[src/rtl/control_mc_param.sv]
// Multicycle RV32I main control FSM with stretched memory states, illegal-opcode trap,
// retire pulse and memory-busy flag. Define MEM_HANDSHAKE_EN to finish memory states on mem_ready.
module control_mc_param #(
    parameter int WAIT_CYCLES = 2,
    parameter int WAIT_W      = 4
) (
    input  logic       clock,
    input  logic       reset_n,
    input  logic [6:0] opcode,
    input  logic [2:0] funct3,
    input  logic       mem_ready,
    output logic       EscrevePCCond,
    output logic       EscrevePC,
    output logic       IouD,
    output logic       EscreveMem,
    output logic       LeMem,
    output logic       EscreveIR,
    output logic       Mem2Reg,
    output logic       OrigAULA,
    output logic       EscreveReg,
    output logic [1:0] OrigPC,
    output logic [1:0] ALUOp,
    output logic [1:0] OrigBULA,
    output logic [4:0] Estado,
    output logic       mem_busy,
    output logic       instr_done,
    output logic       illegal
);

    typedef enum logic [4:0] {
        FETCH     = 5'd0,
        DECODE    = 5'd1,
        MEM_ADDR  = 5'd2,
        MEM_READ  = 5'd3,
        MEM_WRITE = 5'd4,
        MEM_WB    = 5'd5,
        EXEC_R    = 5'd6,
        R_WB      = 5'd7,
        EXEC_I    = 5'd8,
        I_WB      = 5'd9,
        BRANCH    = 5'd10,
        JAL       = 5'd11,
        JALR      = 5'd12,
        LUI       = 5'd13,
        TRAP      = 5'd14
    } state_e;

    localparam logic [6:0] OPC_R      = 7'b0110011;
    localparam logic [6:0] OPC_IMM    = 7'b0010011;
    localparam logic [6:0] OPC_LOAD   = 7'b0000011;
    localparam logic [6:0] OPC_STORE  = 7'b0100011;
    localparam logic [6:0] OPC_BRANCH = 7'b1100011;
    localparam logic [6:0] OPC_JAL    = 7'b1101111;
    localparam logic [6:0] OPC_JALR   = 7'b1100111;
    localparam logic [6:0] OPC_LUI    = 7'b0110111;

    localparam logic [WAIT_W-1:0] WAIT_MAX = WAIT_W'(WAIT_CYCLES);

    state_e            state_q, state_d;
    logic [WAIT_W-1:0] cnt_q, cnt_d;
    logic              in_mem_state;
    logic              mem_done;

    // funct3 only selects the ALU function in the datapath, never the sequence.
    logic unused_funct3;
    assign unused_funct3 = ^funct3;

    assign in_mem_state = (state_q == FETCH) || (state_q == MEM_READ) || (state_q == MEM_WRITE);

    // mem_done is gated by reset_n so no write strobe can fire while reset is held.
`ifdef MEM_HANDSHAKE_EN
    logic unused_cnt;
    assign unused_cnt = ^cnt_q;
    assign mem_done   = reset_n & mem_ready;
`else
    logic unused_ready;
    assign unused_ready = mem_ready;
    assign mem_done     = reset_n & (cnt_q == WAIT_MAX);
`endif

    always_ff @(posedge clock or negedge reset_n) begin
        if (!reset_n) begin
            state_q <= FETCH;
            cnt_q   <= '0;
        end else begin
            // NOTE: sequential state uses non-blocking assignments so every flop samples pre-edge values.
            state_q <= state_d;
            cnt_q   <= cnt_d;
        end
    end

`ifdef MEM_HANDSHAKE_EN
    assign cnt_d = '0;
`else
    always_comb begin
        cnt_d = cnt_q;
        if (state_d != state_q) begin
            cnt_d = '0;
        end else if (in_mem_state && (cnt_q != WAIT_MAX)) begin
            cnt_d = cnt_q + 1'b1;
        end
    end
`endif

    always_comb begin
        // NOTE: every output and the next state get a default first, so no path infers a latch.
        state_d       = state_q;
        EscrevePCCond = 1'b0;
        EscrevePC     = 1'b0;
        IouD          = 1'b0;
        EscreveMem    = 1'b0;
        LeMem         = 1'b0;
        EscreveIR     = 1'b0;
        Mem2Reg       = 1'b0;
        OrigAULA      = 1'b0;
        EscreveReg    = 1'b0;
        OrigPC        = 2'd0;
        ALUOp         = 2'b00;
        OrigBULA      = 2'd0;
        mem_busy      = 1'b0;
        instr_done    = 1'b0;
        illegal       = 1'b0;

        unique case (state_q)
            FETCH: begin
                LeMem    = 1'b1;
                OrigBULA = 2'd1;
                mem_busy = ~mem_done;
                if (mem_done) begin
                    EscrevePC = 1'b1;
                    EscreveIR = 1'b1;
                    state_d   = DECODE;
                end
            end
            DECODE: begin
                OrigBULA = 2'd2;
                case (opcode)
                    OPC_R:                state_d = EXEC_R;
                    OPC_IMM:              state_d = EXEC_I;
                    OPC_LOAD, OPC_STORE:  state_d = MEM_ADDR;
                    OPC_BRANCH:           state_d = BRANCH;
                    OPC_JAL:              state_d = JAL;
                    OPC_JALR:             state_d = JALR;
                    OPC_LUI:              state_d = LUI;
                    default:              state_d = TRAP;
                endcase
            end
            MEM_ADDR: begin
                OrigAULA = 1'b1;
                OrigBULA = 2'd2;
                state_d  = (opcode == OPC_LOAD) ? MEM_READ : MEM_WRITE;
            end
            MEM_READ: begin
                LeMem    = 1'b1;
                IouD     = 1'b1;
                mem_busy = ~mem_done;
                if (mem_done) state_d = MEM_WB;
            end
            MEM_WRITE: begin
                EscreveMem = 1'b1;
                IouD       = 1'b1;
                mem_busy   = ~mem_done;
                if (mem_done) begin
                    instr_done = 1'b1;
                    state_d    = FETCH;
                end
            end
            MEM_WB: begin
                EscreveReg = 1'b1;
                Mem2Reg    = 1'b1;
                instr_done = 1'b1;
                state_d    = FETCH;
            end
            EXEC_R: begin
                OrigAULA = 1'b1;
                ALUOp    = 2'b10;
                state_d  = R_WB;
            end
            EXEC_I: begin
                OrigAULA = 1'b1;
                OrigBULA = 2'd2;
                state_d  = I_WB;
            end
            R_WB, I_WB: begin
                EscreveReg = 1'b1;
                instr_done = 1'b1;
                state_d    = FETCH;
            end
            BRANCH: begin
                OrigAULA      = 1'b1;
                ALUOp         = 2'b01;
                EscrevePCCond = 1'b1;
                OrigPC        = 2'd1;
                instr_done    = 1'b1;
                state_d       = FETCH;
            end
            JAL: begin
                EscrevePC  = 1'b1;
                OrigPC     = 2'd1;
                EscreveReg = 1'b1;
                instr_done = 1'b1;
                state_d    = FETCH;
            end
            JALR: begin
                OrigAULA   = 1'b1;
                OrigBULA   = 2'd2;
                EscrevePC  = 1'b1;
                EscreveReg = 1'b1;
                instr_done = 1'b1;
                state_d    = FETCH;
            end
            LUI: begin
                OrigAULA   = 1'b1;
                OrigBULA   = 2'd2;
                ALUOp      = 2'b11;
                EscreveReg = 1'b1;
                instr_done = 1'b1;
                state_d    = FETCH;
            end
            TRAP: begin
                illegal = 1'b1;
            end
            default: state_d = FETCH;
        endcase

        // Held in reset the datapath sees a quiet fetch: read strobe and PC+4 operand only.
        if (!reset_n) begin
            EscrevePCCond = 1'b0;
            EscrevePC     = 1'b0;
            IouD          = 1'b0;
            EscreveMem    = 1'b0;
            LeMem         = 1'b1;
            EscreveIR     = 1'b0;
            Mem2Reg       = 1'b0;
            OrigAULA      = 1'b0;
            EscreveReg    = 1'b0;
            OrigPC        = 2'd0;
            ALUOp         = 2'b00;
            OrigBULA      = 2'd1;
            mem_busy      = 1'b0;
            instr_done    = 1'b0;
            illegal       = 1'b0;
        end
    end

    assign Estado = state_q;

endmodule
[config.mk]
export PLATFORM = sky130hd
export DESIGN_NAME = control_mc_param
export DESIGN_NICKNAME = d
export VERILOG_FILES = /design/src/rtl/control_mc_param.sv
export SDC_FILE = /design/constraint.sdc
export NUM_CORES = 1
export LEC_CHECK = 0
export CAP_MARGIN = 20
export CORE_MARGIN = 10
export CORE_UTILIZATION = 29
export DETAILED_ROUTE_END_ITERATION = 10
export HOLD_SLACK_MARGIN = 0.06
export SKIP_CTS_REPAIR_TIMING = 1
export SYNTH_ARGS = -nofsm -noshare
export SYNTH_HDL_FRONTEND = slang
export SYNTH_SLANG_ARGS = --single-unit
[constraint.sdc]
create_clock -name clock -period 2.3 [get_ports clock]
set_input_delay 0.23 -clock clock [delete_from_list [all_inputs] [get_ports clock]]
set_output_delay 0.23 -clock clock [all_outputs]
set_load 0.03 [all_outputs]
==> results by group, run 1 <==
Critical path
  – WP data required: between 2000 and 2500 ps
  – CP Capture Type: output pin
  – Startpoint Class: register
  – Crit Path Class: reg -> out
  – Worst r2r path cells: 6
  – R2R Path End: cnt_q[1]$_DFFE_PN0P_
  – Worst R2R Setup Slack: roughly 330 ps
  – FF-to-FF Start: Estado[2]$_DFF_PN0_
  – Crit path DAT: between 1500 and 2000 ps
  – CP Max Fanout: 8

Clock tree
  – CTS Buf Count: 3
  – CTS root buf: clkbuf_8
  – Clock Latency Late Sink: around 240 ps
  – CTS tree: done
  – TritonCTS Sinks: 9
  – Clk slew on worst S/H paths: about 40 ps
  – CTS HTree Levels: 1
  – CTS Buffer Depth: 2

STA
  – Final hold violation count: 0
  – Setup TNS: 0 ps
  – RSZ-0062 raised after global routing: no
  – Endpoints failing setup: 0
  – Clock skew: between 0.3 and 0.4 ps
  – Final Critical Period: around 2200 ps
  – Max-slew violations: 0
  – Period Utilization, post-route: 0.954
  – Fmax: ~460 MHz

Final layout
  – Layout cells sized above 1: 0.231
  – Antenna cells: 0
  – Fin nets: approximately 200
  – P&R area growth vs syn: 38.2%

Min path
  – Hold WC Path Type: in -> async

GRT
  – Initial antenna violation count: 0
  – First-pass GRT wire length: 5.95 mm
  – Tot GR Track Use: 0.111
  – Largest net degree at the start of global routing: 16
  – GRT Residual Overflow: 0
  – Vias in the first global route: around 1300

Yosys
  – Async SR Flop Fraction: 1.00
  – Yosys Warn Count: 0
  – Library cells used by synthesis: 52
  – Post-synth EDFFs: 0
  – Post-Syn Instances: approximately 150
  – Mapped cell area: between 1000 and 1500 um^2
  – Largest cells by area after synthesis: dfrtp_1, nor2_1, nand2_1
  – Main synth FF type: dfrtp_1
  – Synth Register Bits: 9
  – Sequential cell area fraction in the yosys report: 0.206
  – Area share of the largest cell type after synthesis: 0.206
  – Post-synth top area cell: dfrtp_1
  – Synth Area per Inst: around 7.3 um^2

Routing
  – Drt via density: ~5.4
  – Antenna Nets Post-Route: 0
  – Via count: 1266
  – Met3 Wirelength: about 220 um
  – Residual DRC: 0
  – Routed WL: approximately 3.4 mm
  – Drt wl/cell: around 15 um
  – First DRT Iteration DRCs: 77
  – Routed met1 length: 1.50 mm
  – Met2 WL: 1.61 mm
  – DR top layer: met4
  – Drt pass-1 iters: 4

Pwr
  – Clk pwr share: 0.140
  – Pwr Total: approximately 1.3 mW
  – Flop pwr share: 0.198
  – Pleak: 0.588 nW
  – Worst vdd ir: just over 0.2 mV
  – Power Density: just under 900 nW/um^2
  – Switching pwr: 674 uW
  – Pint: 663 uW
  – Switching share of power: 0.504
  – Comb power frac: 0.662

Run
  – Max-cap violations: 0

Floorplanning
  – Core Region: 3660 um^2
  – Ports: 36
  – Die width: approximately 81 um
  – Initial Util: 0.298
  – Die area: around 6600 um^2
  – Chip Height: between 80 and 90 um
  – Site row count: 22

Place
  – HPWL after DPL: 2.77 mm
  – Routability Congestion: around 0.83
  – Buffers on Ports: 30

Status
  – Status: finished, final reports clean
[how the worst max path moves through the flow]
stage	from	to	slack (ps)	cells past startpoint
2_1_floorplan	Estado[1]$_DFF_PN0_	EscreveMem	110	3
3_3_place_gp	opcode[4]	cnt_q[2]$_DFFE_PN0P_	190	6
3_5_place_dp	opcode[4]	cnt_q[0]$_DFFE_PN0P_	150	6
4_1_cts	Estado[1]$_DFF_PN0_	OrigBULA[0]	50	4
5_1_grt	Estado[4]$_DFF_PN0_	OrigBULA[0]	9	4
6_report	Estado[2]$_DFF_PN0_	OrigBULA[0]	110	4
[cell families (layout without fill, tap and decap cells)]
logic type | count (synthesis) | in the layout | synth area share
AO/OA/AOI/OAI | 36 | 36 | 0.251
XOR/XNOR | 5 | 5 | 0.0401
flip-flops | 9 | 9 | 0.206
buffers and inverters | 16 | 52 | 0.0688
multiplexers | 1 | 1 | 0.00917
adder cells (fa/ha/maj) | 2 | 2 | 0.0229
AND/OR/NAND/NOR | 79 | 79 | 0.398
other | 1 | 2 | 0.00344
[cells in the mapped netlist, types with 3 or more instances]
cell,instances
nor2_1,23
nand2_1,14
a21oi_1,9
dfrtp_1,9
nor3_1,8
nand4_1,6
o211ai_1,6
inv_1,5
a211oi_1,4
xnor2_1,4
and2_1,3
buf_2,3
buf_4,3
nand3_1,3
or3b_1,3
[critical path, stage by stage, from the launching register on]
cell	delay, ps
dfrtp_1	420
nor3_4	370
nand2_1	150
nand2_1	110
clkdlybuf4s50_1	680
[registers in the layout (all words and copies together) (netlist names)]
name and cells:
Estado 5, cnt_q 4
[area by class of cell]
class / instances / area, um^2
Timing Repair Buffer: 41 / 345
Fill cell: 382 / 2150
Inverter: 7 / 26.3
Tap cell: 48 / 60.1
Multi-Input combinational cell: 125 / 803
Sequential cell: 9 / 228
Clock buffer: 4 / 45.0
[routing by layer]
layer	global-route usage	vias to the layer above
li1	-	623
met1	0.128	599
met2	0.186	37
met3	0.0232	7
met4	0.0571	0
met5	0	-
[metrics by stage]
| step | cells | hold slack [ps] | instance area (um^2) | setup WS, ps | utilization |
|---|---|---|---|---|---|
| after global routing | 234 | 353 | 1510 | 8.91 | 0.412 |
| final | 234 | 338 | 1510 | 106 | 0.412 |
| after global placement | 230 | 604 | 1460 | 186 | 0.398 |
| after floorplan | 150 | -65.6 | 1100 | 105 | - |
| after CTS | 234 | 346 | 1500 | 47.0 | 0.410 |
| after detailed placement | 230 | 598 | 1460 | 150 | 0.398 |
[power by group through the flow]
stage                     clock network [mW]  logic [mW]  registers [mW]
final                                  0.187       0.885           0.265
after floorplan                            0       0.578           0.282
after global placement                     0       0.867           0.259
after global routing                   0.199       0.986           0.277
after CTS                              0.191       0.888           0.260
after detailed placement                   0       0.882           0.262
[placed cells by master, fill, tap and decap left out, drive strengths merged, types with 4 or more instances in the layout]
cell type      Yosys  layout
buf                7      26
nor2              23      23
clkdlybuf4s50      0      15
nand2             15      15
a21oi              9       9
nor3               9       9
dfrtp              9       9
nand4              6       6
o211ai             6       6
inv                6       6
a211oi             5       5
xnor2              4       4
clkbuf             2       4
Power figures use the tool's default switching activity.
==> run 2: changes to the inputs <==
--- a/config.mk
+++ b/config.mk
@@ -10,7 +10,9 @@
 export CORE_UTILIZATION = 29
 export DETAILED_ROUTE_END_ITERATION = 10
 export HOLD_SLACK_MARGIN = 0.06
+export MAX_ROUTING_LAYER = met4
 export SKIP_CTS_REPAIR_TIMING = 1
+export SLEW_MARGIN = 20
 export SYNTH_ARGS = -nofsm -noshare
 export SYNTH_HDL_FRONTEND = slang
 export SYNTH_SLANG_ARGS = --single-unit
==> run 2 against run 1 <==
  * Critical path depth is the same
  * Final cell count is the same
  * Maximum frequency is essentially flat
  * Via count shrank 0.87%
  * Worst setup slack lost 0.66 ps
  * First-iteration DRC count grew 16%
  * Utilization is the same
  * Clock skew is essentially flat
  * Die area is the same
==> results by group, run 2 (synthesis results as in run 1) <==
STA
  – Final Critical Period: 2190 ps (+0.657 ps)
  – Final hold violation count: 0 (unchanged)
  – Period Utilization, post-route: 0.954 (about the same)
  – Max-slew violations: 0 (unchanged)
  – Clock skew: 0.332 ps (-0.00380 ps)
  – Endpoints failing setup: 0 (unchanged)
  – RSZ-0062 raised after global routing: no
  – Fmax: 456 MHz (about the same)
  – Setup TNS: 0 ps (unchanged)

Routing
  – Drt pass-1 iters: 4 (unchanged)
  – Drt via density: 5.36 (-0.87%)
  – Antenna Nets Post-Route: 0 (unchanged)
  – Routed WL: 3.42 mm (+0.29%)
  – Via count: 1255 (-0.87%)
  – Residual DRC: 0 (unchanged)
  – Drt wl/cell: 14.6 um (+0.29%)
  – First DRT Iteration DRCs: 89 (+16%)

Pwr
  – Switching share of power: 0.505 (about the same)
  – Power Density: 890 nW/um^2 (+0.28%)
  – Clk pwr share: 0.140 (about the same)
  – Comb power frac: 0.662 (about the same)
  – Pint: 664 uW (+0.19%)
  – Flop pwr share: 0.198 (about the same)
  – Worst vdd ir: 0.207 mV (+0.52%)
  – Switching pwr: 677 uW (+0.37%)
  – Pleak: 0.588 nW (about the same)

Critical path
  – WP data required: 2070 ps (about the same)
  – Worst R2R Setup Slack: 330 ps (about the same)
  – CP Capture Type: output pin
  – CP Max Fanout: 8 (unchanged)
  – WP buf/inv: 1 (unchanged)
  – Crit path DAT: 1960 ps (about the same)
  – CP max stage delay: 680 ps (about the same)
  – Cell count along the critical path: 4 (unchanged)
  – FF-to-FF Start: Estado[2]$_DFF_PN0_
  – R2R Path End: cnt_q[1]$_DFFE_PN0P_
  – Crit path from: Estado[2]$_DFF_PN0_
  – Slowest CP cell: clkdlybuf4s50_1
  – Crit Path Class: reg -> out
  – CP Cell Sequence: nor3_4, nand2_1, nand2_1, clkdlybuf4s50_1
  – Crit path to: OrigBULA[0]
  – Delay-heaviest family, CP: buffers and inverters
  – Worst r2r path cells: 6 (unchanged)
  – Startpoint Class: register
  – Crit path top cell by count: nand2_1

Final layout
  – Most common cell after layout, fill and taps aside: buf_4
  – P&R area growth vs syn: 38.2% (unchanged)
  – Post-layout util: 0.412 (unchanged)
  – Max reg flops: 5 (unchanged)
  – Final Cell Area: 1510 um^2 (unchanged)
  – Antenna cells: 0 (unchanged)
  – Most frequent cells in the layout: buf_4, nor2_1, clkdlybuf4s50_1, nand2_1, a21oi_1
  – Layout cells sized above 1: 0.231 (unchanged)
  – Fin nets: 202 (unchanged)

Floorplanning
  – Die area: 6620 um^2 (unchanged)
  – Core Region: 3660 um^2 (unchanged)
  – Initial Util: 0.298 (unchanged)
  – Die width: 81.3 um (unchanged)
  – Chip Height: 81.3 um (unchanged)
  – Site row count: 22 (unchanged)
  – Ports: 36 (unchanged)

Place
  – Routability Congestion: 0.843 (+1.5%)
  – HPWL after DPL: 2.77 mm (unchanged)
  – Buffers on Ports: 30 (unchanged)
  – Post-DP Area: 1460 um^2 (unchanged)

Clock tree
  – Clk slew on worst S/H paths: 40 ps (about the same)
  – CTS Buf Count: 3 (unchanged)
  – CTS Buffer Depth: 2 (unchanged)
  – CTS tree: done
  – Clock Latency Late Sink: 240 ps (about the same)
  – CTS HTree Levels: 1 (unchanged)
  – CTS root buf: clkbuf_8
  – TritonCTS Sinks: 9 (unchanged)

GRT
  – First-pass GRT wire length: 5.95 mm (-0.12%)
  – Initial antenna violation count: 0 (unchanged)
  – Largest net degree at the start of global routing: 16 (unchanged)
  – Tot GR Track Use: 0.114 (+0.00354)
  – GRT Residual Overflow: 0 (unchanged)
  – Vias in the first global route: 1262 (-0.24%)

Min path
  – Hold WC Path Type: in -> async

Run
  – Max-cap violations: 0 (unchanged)

Status
  – Status: finished, final reports clean
[run 2: stage by stage]
step	hold slack, ps	power (mW)	instances	setup slack [ps]
CTS	346	1.34	234	47.0
global placement	604	1.13	230	186
finish	339	1.34	234	106
global route	353	1.46	234	3.79
floorplan	-65.6	0.860	150	105
detailed placement	598	1.14	230	150
[run 2: power by group through the flow]
stage / Combinational (mW) / Clock (mW) / Sequential, mW
global placement: 0.867 / 0 / 0.259
global route: 0.987 / 0.199 / 0.277
floorplan: 0.578 / 0 / 0.282
detailed placement: 0.882 / 0 / 0.262
CTS: 0.888 / 0.191 / 0.260
finish: 0.887 / 0.188 / 0.266
[run 2: final cells by class]
cell class / count / area (um^2)
Clock buffer: 4 / 45.0
Fill cell: 382 / 2150
Inverter: 7 / 26.3
Multi-Input combinational cell: 125 / 803
Sequential cell: 9 / 228
Tap cell: 48 / 60.1
Timing Repair Buffer: 41 / 345
[run 2: routing by layer]
| layer | up-vias | GRT usage | wire (um) |
|---|---|---|---|
| met1 | 596 | 0.132 | 1540 |
| met3 | 7 | 0.0199 | 174 |
| met2 | 29 | 0.185 | 1630 |
| met4 | 0 | 0.0571 | 80 |
| met5 | - | - | 0 |
| li1 | 623 | - | - |
[run 2: how the worst min path moves through the flow]
stage	endpoint	slack, ps	depth (start not counted)
floorplan	Estado[0]$_DFF_PN0_	-70	0
global placement	Estado[3]$_DFF_PN0_	600	2
detailed placement	Estado[3]$_DFF_PN0_	600	2
CTS	Estado[3]$_DFF_PN0_	350	2
global route	Estado[3]$_DFF_PN0_	350	2
finish	Estado[3]$_DFF_PN0_	340	2
==> run 3: changes to the inputs <==
--- a/config.mk
+++ b/config.mk
@@ -10,9 +10,8 @@
 export CORE_UTILIZATION = 29
 export DETAILED_ROUTE_END_ITERATION = 10
 export HOLD_SLACK_MARGIN = 0.06
-export MAX_ROUTING_LAYER = met4
 export SKIP_CTS_REPAIR_TIMING = 1
-export SLEW_MARGIN = 20
+export SLEW_MARGIN = 25
 export SYNTH_ARGS = -nofsm -noshare
 export SYNTH_HDL_FRONTEND = slang
 export SYNTH_SLANG_ARGS = --single-unit
==> constraint.sdc (replaced) <==
create_clock -name clock -period 2.3 [get_ports clock]
set_input_delay 0.46 -clock clock [delete_from_list [all_inputs] [get_ports clock]]
set_output_delay 0.46 -clock clock [all_outputs]
set_load 0.03 [all_outputs]
==> run 3 against run 2 <==
  * Largest cell class unchanged
  * Routed wire length is 0.18% lower
  * Global-route usage fell by 0.96 points
  * Combinational power rose by 3.6%
  * First-iteration DRC count decreased by 19%
  * Power grew 5.1%
  * Worst setup slack worse by 8.6 ps
  * Final cell count is 4.3% higher
  * Largest power group unchanged
  * Non-clock buffer count grew 10
  * Critical endpoint is now instr_done
==> results by group, run 3 (synthesis results as in run 1) <==
Critical path
  – Crit path DAT: 1740 ps (-220 ps)
  – FF-to-FF Start: cnt_q[0]$_DFFE_PN0P_
  – CP Max Fanout: 4 (-4)
  – Worst R2R Setup Slack: 400 ps (+70 ps)
  – CP Capture Type: output pin
  – Worst r2r path cells: 9 (+3)
  – Startpoint Class: register
  – R2R Path End: cnt_q[2]$_DFFE_PN0P_
  – Crit Path Class: reg -> out
  – WP data required: 1840 ps (-230 ps)

Place
  – Routability Congestion: 0.893 (+6.0%)
  – Dpl ws: -8.19 ps (-158 ps)
  – HPWL after DPL: 2.75 mm (-0.72%)
  – Post-DP Area: 1530 um^2 (+4.9%)
  – Buffers on Ports: 30 (unchanged)

Floorplanning
  – Initial Util: 0.298 (unchanged)
  – Site row count: 22 (unchanged)
  – Chip Height: 81.3 um (unchanged)
  – Die area: 6620 um^2 (unchanged)
  – Ports: 36 (unchanged)
  – Die width: 81.3 um (unchanged)
  – Core Region: 3660 um^2 (unchanged)

Final layout
  – P&R area growth vs syn: 47.5%
  – Max reg flops: 5 (unchanged)
  – Antenna cells: 0 (unchanged)
  – Layout cells sized above 1: 0.316 (+0.0851)
  – Most frequent cells in the layout: buf_4, nor2_1, nand2_1, clkdlybuf4s50_1, a21oi_1
  – Final Cell Area: 1610 um^2 (+6.7%)
  – Fin nets: 212 (+5.0%)
  – Most common cell after layout, fill and taps aside: buf_4

Routing
  – Via count: 1277 (+1.8%)
  – Routed WL: 3.41 mm (-0.18%)
  – Drt wl/cell: 14.0 um (-4.3%)
  – Drt pass-1 iters: 4 (unchanged)
  – Drt via density: 5.23 (-2.4%)
  – Residual DRC: 0 (unchanged)
  – Antenna Nets Post-Route: 0 (unchanged)
  – First DRT Iteration DRCs: 72 (-19%)

Clock tree
  – CTS HTree Levels: 1 (unchanged)
  – Clk slew on worst S/H paths: 50 ps (about the same)
  – Clock Latency Late Sink: 240 ps (about the same)
  – CTS Buffer Depth: 2 (unchanged)
  – CTS tree: done
  – CTS Buf Count: 3 (unchanged)
  – CTS root buf: clkbuf_8
  – TritonCTS Sinks: 9 (unchanged)

GRT
  – First-pass GRT wire length: 5.78 mm (-2.8%)
  – Largest net degree at the start of global routing: 17 (+1)
  – GRT Residual Overflow: 0 (unchanged)
  – Tot GR Track Use: 0.104 (-0.00961)
  – Initial antenna violation count: 0 (unchanged)
  – Vias in the first global route: 1227 (-2.8%)

STA
  – Final Critical Period: 2200 ps (+8.63 ps)
  – Max-slew violations: 0 (unchanged)
  – Setup TNS: 0 ps (unchanged)
  – Fmax: 454 MHz (-0.39%)
  – Final hold violation count: 0 (unchanged)
  – Final hold slack: 300 ps (-39.5 ps)
  – Clock skew: 1.17 ps (+0.839 ps)
  – Endpoints failing setup: 0 (unchanged)
  – Period Utilization, post-route: 0.958 (+0.00375)
  – Fin worst setup slack: 97.1 ps (-8.63 ps)
  – RSZ-0062 raised after global routing: yes

Pwr
  – Pwr Total: 1.41 mW (+5.1%)
  – Worst vdd ir: 0.230 mV (+11%)
  – Power Density: 876 nW/um^2 (-1.5%)
  – Pleak: 0.648 nW (+10%)

Status
  – Status: finished, final reports clean

Min path
  – Hold WC Path Type: in -> async

Run
  – Max-cap violations: 0 (unchanged)
## run 3: cell types whose count changed in the layout (fill, tap and decap cells not counted), moves of 2 or more
| cell | change |
|---|---|
| clkdlybuf4s50_1 | -3 |
| nor3_2 | +2 |
| buf_4 | +12 |
| nor3_1 | -2 |
## run 3: metal layers
| metal | part of all wire | track usage |
|---|---|---|
| met1 | 0.47 | 0.137 |
| met2 | 0.45 | 0.167 |
| met3 | 0.064 | 0.0166 |
| met4 | 0.012 | 0.0398 |
| met5 | 0 | 0 |
## run 3: cell type report
cell class	count	area, um^2
Multi-Input combinational cell	125	831
Fill cell	380	2050
Clock buffer	4	45.0
Inverter	7	26.3
Sequential cell	9	229
Tap cell	48	60.1
Timing Repair Buffer	51	418
## run 3: per-stage QoR
stage | utilization | cells
floorplan | - | 150
global placement | 0.418 | 238
detailed placement | 0.418 | 238
CTS | 0.430 | 242
global route | 0.440 | 244
finish | 0.440 | 244
## run 3: worst max-delay path: stages, from the launching register on
cell and delay [ps]:
dfrtp_1 410, inv_1 70, ha_1 150, nand4bb_1 160
and2_4 180, nor2_1 80, nor2_1 50, nor4_2 210
buf_4 200
## run 3: worst max path at each step
| stage | cells past startpoint | endpoint | startpoint |
|---|---|---|---|
| 2_1_floorplan | 6 | instr_done | Estado[1]$_DFF_PN0_ |
| 3_3_place_gp | 6 | cnt_q[1]$_DFFE_PN0P_ | opcode[3] |
| 3_5_place_dp | 6 | cnt_q[1]$_DFFE_PN0P_ | opcode[3] |
| 4_1_cts | 4 | mem_busy | Estado[2]$_DFF_PN0_ |
| 5_1_grt | 8 | instr_done | cnt_q[0]$_DFFE_PN0P_ |
| 6_report | 8 | instr_done | cnt_q[0]$_DFFE_PN0P_ |
## run 3: power breakdown
group | switching, mW | internal [mW] | total, mW
sequential | 0.104 | 0.197 | 0.301
clock | 0.0683 | 0.121 | 0.190
combinational | 0.527 | 0.392 | 0.919
